<file path="config.mk">
export PLATFORM = sky130hd
export DESIGN_NAME = rv32i_alu
export DESIGN_NICKNAME = d
export VERILOG_FILES = /design/src/rtl/alu_pkg.sv /design/src/rtl/alu_comb.sv /design/src/rtl/rv32i_alu.sv
export SDC_FILE = /design/constraint.sdc
export NUM_CORES = 1
export LEC_CHECK = 0
export ABC_CLOCK_PERIOD_IN_PS = 1500
export CORE_ASPECT_RATIO = 1.75
export CORE_MARGIN = 5
export CORE_UTILIZATION = 45
export DETAILED_ROUTE_END_ITERATION = 10
export MAX_ROUTING_LAYER = met4
export PLACE_DENSITY = 0.78
export SETUP_SLACK_MARGIN = 0.2
export SYNTH_ARGS = -nofsm -noshare
export SYNTH_HDL_FRONTEND = slang
export SYNTH_SLANG_ARGS = --single-unit
export TNS_END_PERCENT = 10
</file>
<file path="constraint.sdc">
create_clock -name clk -period 1.5 [get_ports clk]
set_input_delay 0.3 -clock clk [delete_from_list [all_inputs] [get_ports clk]]
set_output_delay 0.3 -clock clk [all_outputs]
set_load 0.1 [all_outputs]
</file>
<file path="src/rtl/alu_pkg.sv">
// -----------------------------------------------------------------------------
// alu_pkg
// Shared definitions for the RV32I execute-stage ALU. The package holds the
// operand width, the shift-amount width and the funct3-style operation encoding.
// -----------------------------------------------------------------------------
package alu_pkg;

    localparam int unsigned XLEN    = 32;
    localparam int unsigned SHAMT_W = 5;

    // RV32I funct3 encoding. The `sign` modifier bit selects between SUB and
    // ADD, and between SRA and SRL.
    typedef enum logic [2:0] {
        ADD_SUB = 3'b000,
        SLL     = 3'b001,
        SLT     = 3'b010,
        SLTU    = 3'b011,
        XOR     = 3'b100,
        SRL_SRA = 3'b101,
        OR      = 3'b110,
        AND     = 3'b111
    } alu_op_e;

endpackage : alu_pkg

</file>
<file path="src/rtl/alu_comb.sv">
// -----------------------------------------------------------------------------
// alu_comb
// Purely combinational RV32I integer function unit.
// Ports:
//   a    [XLEN-1:0]  operand A (rs1)
//   b    [XLEN-1:0]  operand B (rs2 or immediate); only b[4:0] is used for shifts
//   op   [2:0]       operation select (funct3 encoding, see alu_op_e)
//   sign             SUB for ADD_SUB, arithmetic shift for SRL_SRA, ignored otherwise
//   y    [XLEN-1:0]  result
// -----------------------------------------------------------------------------
import alu_pkg::*;

module alu_comb (
    input  logic [XLEN-1:0] a,
    input  logic [XLEN-1:0] b,
    input  logic [2:0]      op,
    input  logic            sign,
    output logic [XLEN-1:0] y
);

    logic [SHAMT_W-1:0] shamt_s;
    logic               lt_signed_s;
    logic               lt_unsigned_s;
    alu_op_e            op_s;

    assign op_s          = alu_op_e'(op);
    // Only the low five bits of b count as the shift amount, so b=32 means no shift.
    assign shamt_s       = b[SHAMT_W-1:0];
    assign lt_signed_s   = ($signed(a) < $signed(b));
    assign lt_unsigned_s = (a < b);

    // Select the operation result; the comparisons are zero-extended to XLEN.
    always_comb begin
        y = {XLEN{1'b0}};
        case (op_s)
            ADD_SUB: begin
                if (sign) begin
                    y = a - b;
                end else begin
                    y = a + b;
                end
            end
            SLL:     y = a << shamt_s;
            SLT:     y = {{(XLEN-1){1'b0}}, lt_signed_s};
            SLTU:    y = {{(XLEN-1){1'b0}}, lt_unsigned_s};
            XOR:     y = a ^ b;
            SRL_SRA: begin
                if (sign) begin
                    y = $unsigned($signed(a) >>> shamt_s);
                end else begin
                    y = a >> shamt_s;
                end
            end
            OR:      y = a | b;
            AND:     y = a & b;
            default: y = {XLEN{1'b0}};
        endcase
    end

endmodule : alu_comb

</file>
<file path="src/rtl/rv32i_alu.sv">
// -----------------------------------------------------------------------------
// rv32i_alu
// RV32I execute-stage ALU with a registered result. This block has a latency of
// one cycle, accepts one operation per cycle and has no backpressure. The result
// holds its value through cycles where in_valid is low.
// Ports:
//   clk        rising-edge clock
//   rst_n      asynchronous active-low reset; clears result and out_valid
//   in_valid   operands/op valid this cycle
//   a, b       operands [XLEN-1:0]
//   op         funct3 operation select [2:0]
//   sign       SUB / SRA modifier
//   result     registered result [XLEN-1:0]
//   out_valid  result valid
// -----------------------------------------------------------------------------
import alu_pkg::*;

module rv32i_alu #(
    parameter int unsigned XLEN = alu_pkg::XLEN
) (
    input  logic            clk,
    input  logic            rst_n,
    input  logic            in_valid,
    input  logic [XLEN-1:0] a,
    input  logic [XLEN-1:0] b,
    input  logic [2:0]      op,
    input  logic            sign,
    output logic [XLEN-1:0] result,
    output logic            out_valid
);

    logic [XLEN-1:0] y_s;
    logic [XLEN-1:0] result_d;
    logic [XLEN-1:0] result_q;
    logic            out_valid_d;
    logic            out_valid_q;

    alu_comb u_alu_comb (
        .a    (a),
        .b    (b),
        .op   (op),
        .sign (sign),
        .y    (y_s)
    );

    // Capture a new result only for valid operations; otherwise hold the last one.
    always_comb begin
        result_d    = result_q;
        out_valid_d = in_valid;
        if (in_valid) begin
            result_d = y_s;
        end else begin
            result_d = result_q;
        end
    end

    // Output registers; reset drops any in-flight operation.
    always_ff @(posedge clk or negedge rst_n) begin
        if (!rst_n) begin
            result_q    <= {XLEN{1'b0}};
            out_valid_q <= 1'b0;
        end else begin
            result_q    <= result_d;
            out_valid_q <= out_valid_d;
        end
    end

    assign result    = result_q;
    assign out_valid = out_valid_q;

endmodule : rv32i_alu

</file>
==> impl_metrics.tcl, run 1 <==
set metrics [dict create \
    setup_ws_ns -1.21 \
    synth_fa_ha_area_frac 0.130 \
    crit_buf_inv 3 \
    syn2layout_area_growth_pct 70.7 \
    rows 71 \
    routedWlPerCell_um 27.4 \
    grt_max_degree 74 \
    top_usage_layer "met2" \
    die_w_um 121 \
    grt_pass1_wl_um 83100 \
    worstPathArrival_ns 2.89 \
    crit_slowest_cell "mux4_2" \
    worst_pin_slew_ns 0.943 \
    maxSlewViolCount 0 \
    setup_viol 32 \
    netlist_instances 1325 \
    end_kind "flop" \
    dpl_cell_area_sq_mm 0.0145 \
    fin_cells 2113 \
    cts_tree "done" \
    gr-total-overflow 0 \
    drt-total-wl_um 57800 \
    synth-compound-area-share 0.306 \
    synth_flop_cell "dfrtp_1" \
    rsz0062_at_grt "true" \
    synth_top_family_by_area "compound AO/OA/AOI/OAI gates" \
    async_flop_share 1.00 \
    synthXorXnorAreaFrac 0.0173 \
    grt_pass1_vias 14000 \
    drcViolationCount 0 \
    p_per_area_mw_per_mm2 628 \
    h-tree-depth 2 \
    pre_cts_slack_ns -2.21 \
    yosysWarnings 0 \
    crit_path_max_fanout 25 \
    required_ns 1.68 \
    hp-class "in2async" \
    core_sq_mm 0.0213 \
    cap_violations 0 \
    gp_congestion 1.10 \
    layout.nets 2025 \
    crit_family "multiplexers" \
    dp.cells 2037 \
    max-vdd-ir-drop_mv 0.694 \
    clk_pin_slew_ns 0.06 \
    dp_hpwl_um 43500 \
    leakagePower_nw 7.31 \
    hold_violations 0 \
    r2r_cells 4 \
    crit_path_cell_trace "buf_8, buf_4, buf_12, mux4_2, nor2_1, nor2_1, mux2_4, a221o_1, a21oi_2, o32a_1, nand3b_1" \
    initial_utilization 0.452 \
    antenna_found_initial 2 \
    finalCritPeriodShare 1.81 \
    synth_edf_count 0 \
    drtAntennaViolNets 0 \
    setup_tns_ns -33.24 \
    port_buffers 103 \
    max_stage_delay_ns 0.58 \
    syn_area_sq_mm 0.00964 \
    synth_fp_nets 1495 \
    num_vias 14100 \
    yosys.area_share.simple 0.193 \
    grt_use_met2 0.745 \
    drive_above_1_share 0.476 \
    first_pass_iters 6 \
    synth_seq_cells 33 \
    cp-start-kind "input port" \
    ios 104 \
    finalClockSkew_ns 0 \
    r2r_start "result[28]$_DFFE_PN0P_" \
    cts.sinks 33 \
    outcome "complete, but fails checks" \
    r2r_slack_ns 0.13 \
    synth_cell_types 75 \
    slew_headroom 0.369 \
    grt_use_total 0.461 \
    period_needed_ns 2.71 \
    path_common_cell "nor2_1" \
    cts_max_path_buffers 2 \
    fill_cells 1561 \
    die_h_um 204 \
    die_area_sq_mm 0.0246 \
    clockRootBuffer "clkbuf_16" \
    violations "negative setup slack" \
    viasPerCell 6.65 \
    fmax_mhz 368 \
    path_class "in2reg" \
    grt_use_met1 0.473 \
    met3_usage 0.0866 \
    final_cell_area_sq_mm 0.0165 \
    hold_slack_ns 0.0581 \
    ys_seq_area_frac 0.0856 \
    numCtsBuffers 5 \
    synth.area.mux_share 0.182 \
    drtIter0Drc 1796 \
    clk_latency_ns 0.29 \
    avgSynthCellArea_sq_um 7.28 \
    r2r-end "result[28]$_DFFE_PN0P_" \
]
registers in the layout, summed over array words and instances (netlist names):
| name | cells |
|---|---|
| out_valid | 1 |
| result | 32 |
logic make-up after synthesis:
group,count (synthesis)
AOI/OAI and AO/OA,453
xor gates and xnor gates,19
adders and majority gates,99
buffers and inverters,209
DFF,33
muxes,99
and+or+nand+nor,413
per-stage QoR:
stage	total power (W)	util
2_1_floorplan	0.00452	-
3_3_place_gp	0.00779	0.678
3_5_place_dp	0.00784	0.678
4_1_cts	0.00989	0.761
5_1_grt	0.0106	0.772
6_report	0.0103	0.772
per-layer routing:
layer	part of all wire	wire, um	up-vias
li1	-	-	5998
met4	0.12	6880	0
met2	0.47	27000	992
met5	0	0	-
met3	0.088	5090	424
met1	0.33	18800	6646
layout make-up:
cell class / instances / area, sq um / share of cell area
multi-input combinational: 1083 / 9230 / 0.560
timing repair buffer: 627 / 5500 / 0.334
sequential: 33 / 826 / 0.0501
inverter: 105 / 414 / 0.0252
tap: 255 / 319 / 0.0194
clock buffer: 7 / 143 / 0.00866
clock inverter: 1 / 30.0 / 0.00182
antenna: 2 / 5.00 / 0.000304
power breakdown:
group,total (W),switching [W],internal (W)
Combinational,0.00780,0.00438,0.00342
Sequential,0.00123,0.000210,0.00102
Clock,0.00131,0.000478,0.000833
how the worst max path moves through the flow:
stage | from | end | slack [ns] | cells after the start
floorplan | b[1] | result[28]$_DFFE_PN0P_ | -1.47 | 14
global placement | b[6] | result[31]$_DFFE_PN0P_ | -2.14 | 13
detailed placement | b[6] | result[31]$_DFFE_PN0P_ | -2.21 | 13
CTS | b[1] | result[28]$_DFFE_PN0P_ | -1.15 | 14
global route | b[22] | result[28]$_DFFE_PN0P_ | -1.30 | 13
finish | b[0] | result[30]$_DFFE_PN0P_ | -1.21 | 11
synth_stat cells, types with 6 or more instances:
master / count / area share
o221ai_1: 7 / 0.0064
or3_1: 19 / 0.012
dfrtp_1: 33 / 0.086
mux4_2: 60 / 0.14
a221oi_1: 18 / 0.016
inv_1: 101 / 0.039
o2111ai_1: 16 / 0.015
nor2b_1: 10 / 0.0065
mux2_2: 9 / 0.011
nor2_1: 175 / 0.068
a21oi_1: 124 / 0.064
a31oi_1: 23 / 0.015
mux2i_1: 30 / 0.031
o311ai_0: 7 / 0.0064
o31ai_1: 13 / 0.010
o22ai_1: 11 / 0.0071
nand2b_1: 7 / 0.0045
xnor2_1: 16 / 0.015
nor3_1: 39 / 0.020
ha_1: 97 / 0.13
a22oi_1: 11 / 0.0086
a211oi_1: 16 / 0.012
nand3_1: 23 / 0.012
o21a_1: 6 / 0.0047
a211o_1: 9 / 0.0082
clkbuf_1: 70 / 0.027
nand2_1: 96 / 0.037
a21o_1: 18 / 0.014
o21ai_0: 105 / 0.054
buf_2: 18 / 0.0093
a2111oi_0: 8 / 0.0073
nor4_1: 9 / 0.0058
buf_1: 10 / 0.0039
o211ai_1: 16 / 0.012
layout by cell type (no fill, tap or decap), drive strengths merged, types with 17 or more instances in the layout:
master	instances
ha	97
inv	100
or3	19
mux2i	30
a21o	18
o211ai	17
nand2	96
nand3	23
a221oi	18
dlygate4sd2	24
buf	580
nor2	175
o2111ai	17
a21oi	125
nor3	39
clkdlybuf4s50	17
mux4	60
a31oi	23
o21ai	106
dfrtp	33
timing repair:
| item | CTS | global route |
|---|---|---|
| setup buffers | 62 | 2 |
| endpoints found under the hold margin | 0 | 0 |
| gates resized for setup | 401 | 50 |
| endpoints found under the setup margin | 32 | 33 |
| cloned | 1 | 1 |
| pin swaps | 99 | 24 |
| hold buffers | 0 | 0 |
Note: power is estimated with default switching activity, not from simulation.
==> inputs of run 2 (changes only) <==
--- a/config.mk
+++ b/config.mk
@@ -5,13 +5,13 @@
 export SDC_FILE = /design/constraint.sdc
 export NUM_CORES = 1
 export LEC_CHECK = 0
-export ABC_CLOCK_PERIOD_IN_PS = 1500
 export CORE_ASPECT_RATIO = 1.75
 export CORE_MARGIN = 5
-export CORE_UTILIZATION = 45
+export CORE_UTILIZATION = 60
 export DETAILED_ROUTE_END_ITERATION = 10
+export HOLD_SLACK_MARGIN = 0.06
 export MAX_ROUTING_LAYER = met4
-export PLACE_DENSITY = 0.78
+export PLACE_DENSITY = 0.95
 export SETUP_SLACK_MARGIN = 0.2
 export SYNTH_ARGS = -nofsm -noshare
 export SYNTH_HDL_FRONTEND = slang
==> impl_metrics.tcl, run 2 <==
set metrics [dict create \
    synth.area.mux_share 0.182 \
    haltStage "clock tree synthesis" \
    yosysMostFrequentCell "nor2_1" \
    synth_seq_cells 33 \
    cts.sinks 33 \
    synth_area_leaders "mux4_2 (14%), ha_1 (13%), dfrtp_1 (8.6%)" \
    avgSynthCellArea_sq_um 7.28 \
    die_h_um 178 \
    async_flop_share 1.00 \
    yosysWarnings 0 \
    synth_fa_ha_area_frac 0.130 \
    numCtsBuffers 5 \
    h-tree-depth 2 \
    cts_max_path_buffers 2 \
    postCtsHoldBufs 0 \
    rows 61 \
    netlist_instances 1325 \
    gp_congestion 1.27 \
    ys_seq_area_frac 0.0856 \
    synth.top_cells.by_count "nor2_1 (175), a21oi_1 (124), o21ai_0 (105), inv_1 (101), ha_1 (97)" \
    initial_utilization 0.608 \
    post_cts_resized 369 \
    yosysTopAreaCell "mux4_2" \
    yosys.area_share.simple 0.193 \
    syn_area_sq_mm 0.00964 \
    synthXorXnorAreaFrac 0.0173 \
    dp_hpwl_um 43400 \
    synth_edf_count 0 \
    synth_top_family_by_area "compound AO/OA/AOI/OAI gates" \
    clockRootBuffer "clkbuf_16" \
    port_buffers 103 \
    error "[ERROR DPL-0033] detailed placement checks failed during check placement." \
    dp.cells 1922 \
    outcome "aborted with a tool error" \
    synth_flop_cell "dfrtp_1" \
    ios 104 \
    synth_cell_types 75 \
    synth_top_area_frac 0.140 \
    post_cts_buffers 56 \
    synth_fp_nets 1495 \
    synth-compound-area-share 0.306 \
    die_w_um 106 \
]
[run 2: metrics by stage]
step / instance area [sq um] / setup TNS [ns] / worst slack [ns] / hold WS (ns)
2_1_floorplan: 9810 / -35.02 / -1.47 / 0.00441
3_3_place_gp: 14000 / -50.95 / -1.85 / 0.352
3_5_place_dp: 14000 / -57.21 / -2.34 / 0.361
[run 2: logic make-up after synthesis]
family,count (synthesis)
compound gates,453
simple gates,413
buf+inv,209
mux,99
fa+ha+maj,99
flops,33
xor+xnor,19
==> inputs of run 3 (changes only) <==
==> config.mk (replaced) <==
export PLATFORM = sky130hd
export DESIGN_NAME = rv32i_alu
export DESIGN_NICKNAME = d
export VERILOG_FILES = /design/src/rtl/alu_pkg.sv /design/src/rtl/alu_comb.sv /design/src/rtl/rv32i_alu.sv
export SDC_FILE = /design/constraint.sdc
export NUM_CORES = 1
export LEC_CHECK = 0
export CORE_MARGIN = 5
export CORE_UTILIZATION = 40
export DETAILED_ROUTE_END_ITERATION = 10
export PLACE_DENSITY_LB_ADDON = 0.15
export SYNTH_ARGS = -nofsm -noshare
export SYNTH_HDL_FRONTEND = slang
export SYNTH_SLANG_ARGS = --single-unit
export TNS_END_PERCENT = 10
==> impl_metrics.tcl, run 3 (synthesized netlist as in run 1, its figures left out) <==
set metrics [dict create \
    hp-class "in2async" \
    first_pass_iters 6 \
    drive_above_1_share 0.465 \
    required_ns 1.68 \
    rsz0062_at_grt "true" \
    die_w_um 165 \
    initial_utilization 0.408 \
    ios 104 \
    path_class "in2reg" \
    crit_buf_inv 3 \
    path_common_cell "a211o_4" \
    drcViolationCount 0 \
    worst_pin_slew_ns 0.680 \
    max_stage_delay_ns 0.39 \
    cts_max_path_buffers 2 \
    setup_viol 32 \
    r2r-end "result[28]$_DFFE_PN0P_" \
    grt_max_degree 60 \
    grt_pass1_vias 12800 \
    dp_hpwl_um 43400 \
    cts.sinks 33 \
    num_vias 13300 \
    r2r_start "result[28]$_DFFE_PN0P_" \
    final_cell_area_sq_mm 0.0163 \
    grt_pass1_wl_um 78900 \
    crit_path_max_fanout 5 \
    gp_congestion 1.08 \
    fill_cells 1964 \
    clk_pin_slew_ns 0.06 \
    h-tree-depth 2 \
    antenna_cells 0 \
    dpl_cell_area_sq_mm 0.0147 \
    drt-total-wl_um 53900 \
    cts_tree "done" \
    port_buffers 103 \
    setup_ws_ns -1.24 \
    worstPathArrival_ns 2.92 \
    die_area_sq_mm 0.0273 \
    fmax_mhz 365 \
    layout.nets 2007 \
    leakagePower_nw 7.26 \
    syn2layout_area_growth_pct 69.4 \
    routedWlPerCell_um 25.0 \
    viasPerCell 6.17 \
    crit_path_cell_trace "buf_8, buf_6, ha_4, inv_2, fa_2, nor2b_4, o2111ai_4, nand3_2, a211o_4, a211o_4, a311oi_2, a221oi_2, or3_1, nor3b_2" \
    r2r_cells 4 \
    die_h_um 165 \
    hold_violations 0 \
    crit_slowest_cell "a211o_4" \
    grt_use_total 0.386 \
    finalClockSkew_ns 0 \
    numCtsBuffers 5 \
    drtIter0Drc 1778 \
    final_common_cell "buf_4" \
    max-vdd-ir-drop_mv 0.484 \
    end_kind "flop" \
    p_per_area_mw_per_mm2 606 \
    r2r_slack_ns 0.17 \
    cp-start-kind "input port" \
    slew_headroom 0.547 \
    outcome "complete, but fails checks" \
    report.power.total_w 0.00990 \
    final_cell_mix "buf_4 (465), nor2_1 (168), a21oi_1 (96)" \
    cap_violations 0 \
    period_needed_ns 2.74 \
    finalCritPeriodShare 1.83 \
    violations "negative setup slack" \
    clk_latency_ns 0.29 \
    largest_register_ffs 32 \
    core_sq_mm 0.0236 \
    rows 56 \
    antenna_found_initial 0 \
    maxSlewViolCount 0 \
    drtAntennaViolNets 0 \
    clockRootBuffer "clkbuf_16" \
    gr-total-overflow 0 \
    setup_tns_ns -33.54 \
    postCtsHoldBufs 0 \
    crit_family "compound AO/OA/AOI/OAI gates" \
    startpoint "a[0]" \
]
run 3: per-stage QoR:
stage	setup WS, ns	instances	hold slack (ns)	utilization
6_report	-1.24	2157	0.0537	0.692
5_1_grt	-1.31	2157	0.103	0.692
4_1_cts	-1.27	2151	0.0725	0.678
3_3_place_gp	-2.30	2121	0.380	0.622
2_1_floorplan	-1.47	1325	0.00441	-
3_5_place_dp	-2.31	2121	0.383	0.622
run 3: worst max-delay path by stage:
stage | end | slack (ns) | cells after the start
6_report | result[26]$_DFFE_PN0P_ | -1.24 | 14
4_1_cts | result[26]$_DFFE_PN0P_ | -1.27 | 14
2_1_floorplan | result[28]$_DFFE_PN0P_ | -1.47 | 14
3_3_place_gp | result[31]$_DFFE_PN0P_ | -2.30 | 15
3_5_place_dp | result[31]$_DFFE_PN0P_ | -2.31 | 15
5_1_grt | result[26]$_DFFE_PN0P_ | -1.31 | 14
run 3: what timing repair did:
action                     CTS  global route
cloned                       0             0
pin swaps                   83            56
setup buffers               24             7
setup endpoints to repair   32            32
gates resized for setup    316            83
run 3: area by class of cell:
cell class | instances | area [sq um] | area share
Clock buffer | 5 | 125 | 0.00766
Timing Repair Buffer | 609 | 5350 | 0.328
Tap cell | 319 | 399 | 0.0244
Inverter | 105 | 407 | 0.0249
Clock inverter | 3 | 17.5 | 0.00107
Multi-Input combinational cell | 1083 | 9210 | 0.564
Sequential cell | 33 | 826 | 0.0505
run 3: where the power goes:
group	leakage, nW	internal (W)	switching (W)
registers	0.394	0.00102	0.000156
logic	6.80	0.00335	0.00429
clock network	0.0696	0.000611	0.000472
total	7.26	0.00498	0.00492
run 3: layer usage:
| metal | vias to the layer above | global-route usage | share of wire |
|---|---|---|---|
| met5 | - | 0 | 0 |
| met4 | 0 | 0.178 | 0.059 |
| met3 | 163 | 0.0725 | 0.11 |
| met2 | 823 | 0.596 | 0.44 |
| met1 | 6380 | 0.521 | 0.40 |
| li1 | 5949 | - | - |
==> inputs of run 4 (changes only) <==
--- a/config.mk
+++ b/config.mk
@@ -8,6 +8,7 @@
 export CORE_MARGIN = 5
 export CORE_UTILIZATION = 40
 export DETAILED_ROUTE_END_ITERATION = 10
+export GPL_TIMING_DRIVEN = 1
 export PLACE_DENSITY_LB_ADDON = 0.15
 export SYNTH_ARGS = -nofsm -noshare
 export SYNTH_HDL_FRONTEND = slang
==> results of run 4 <==
Final layout, timing and power as in run 3 (identical DEF).
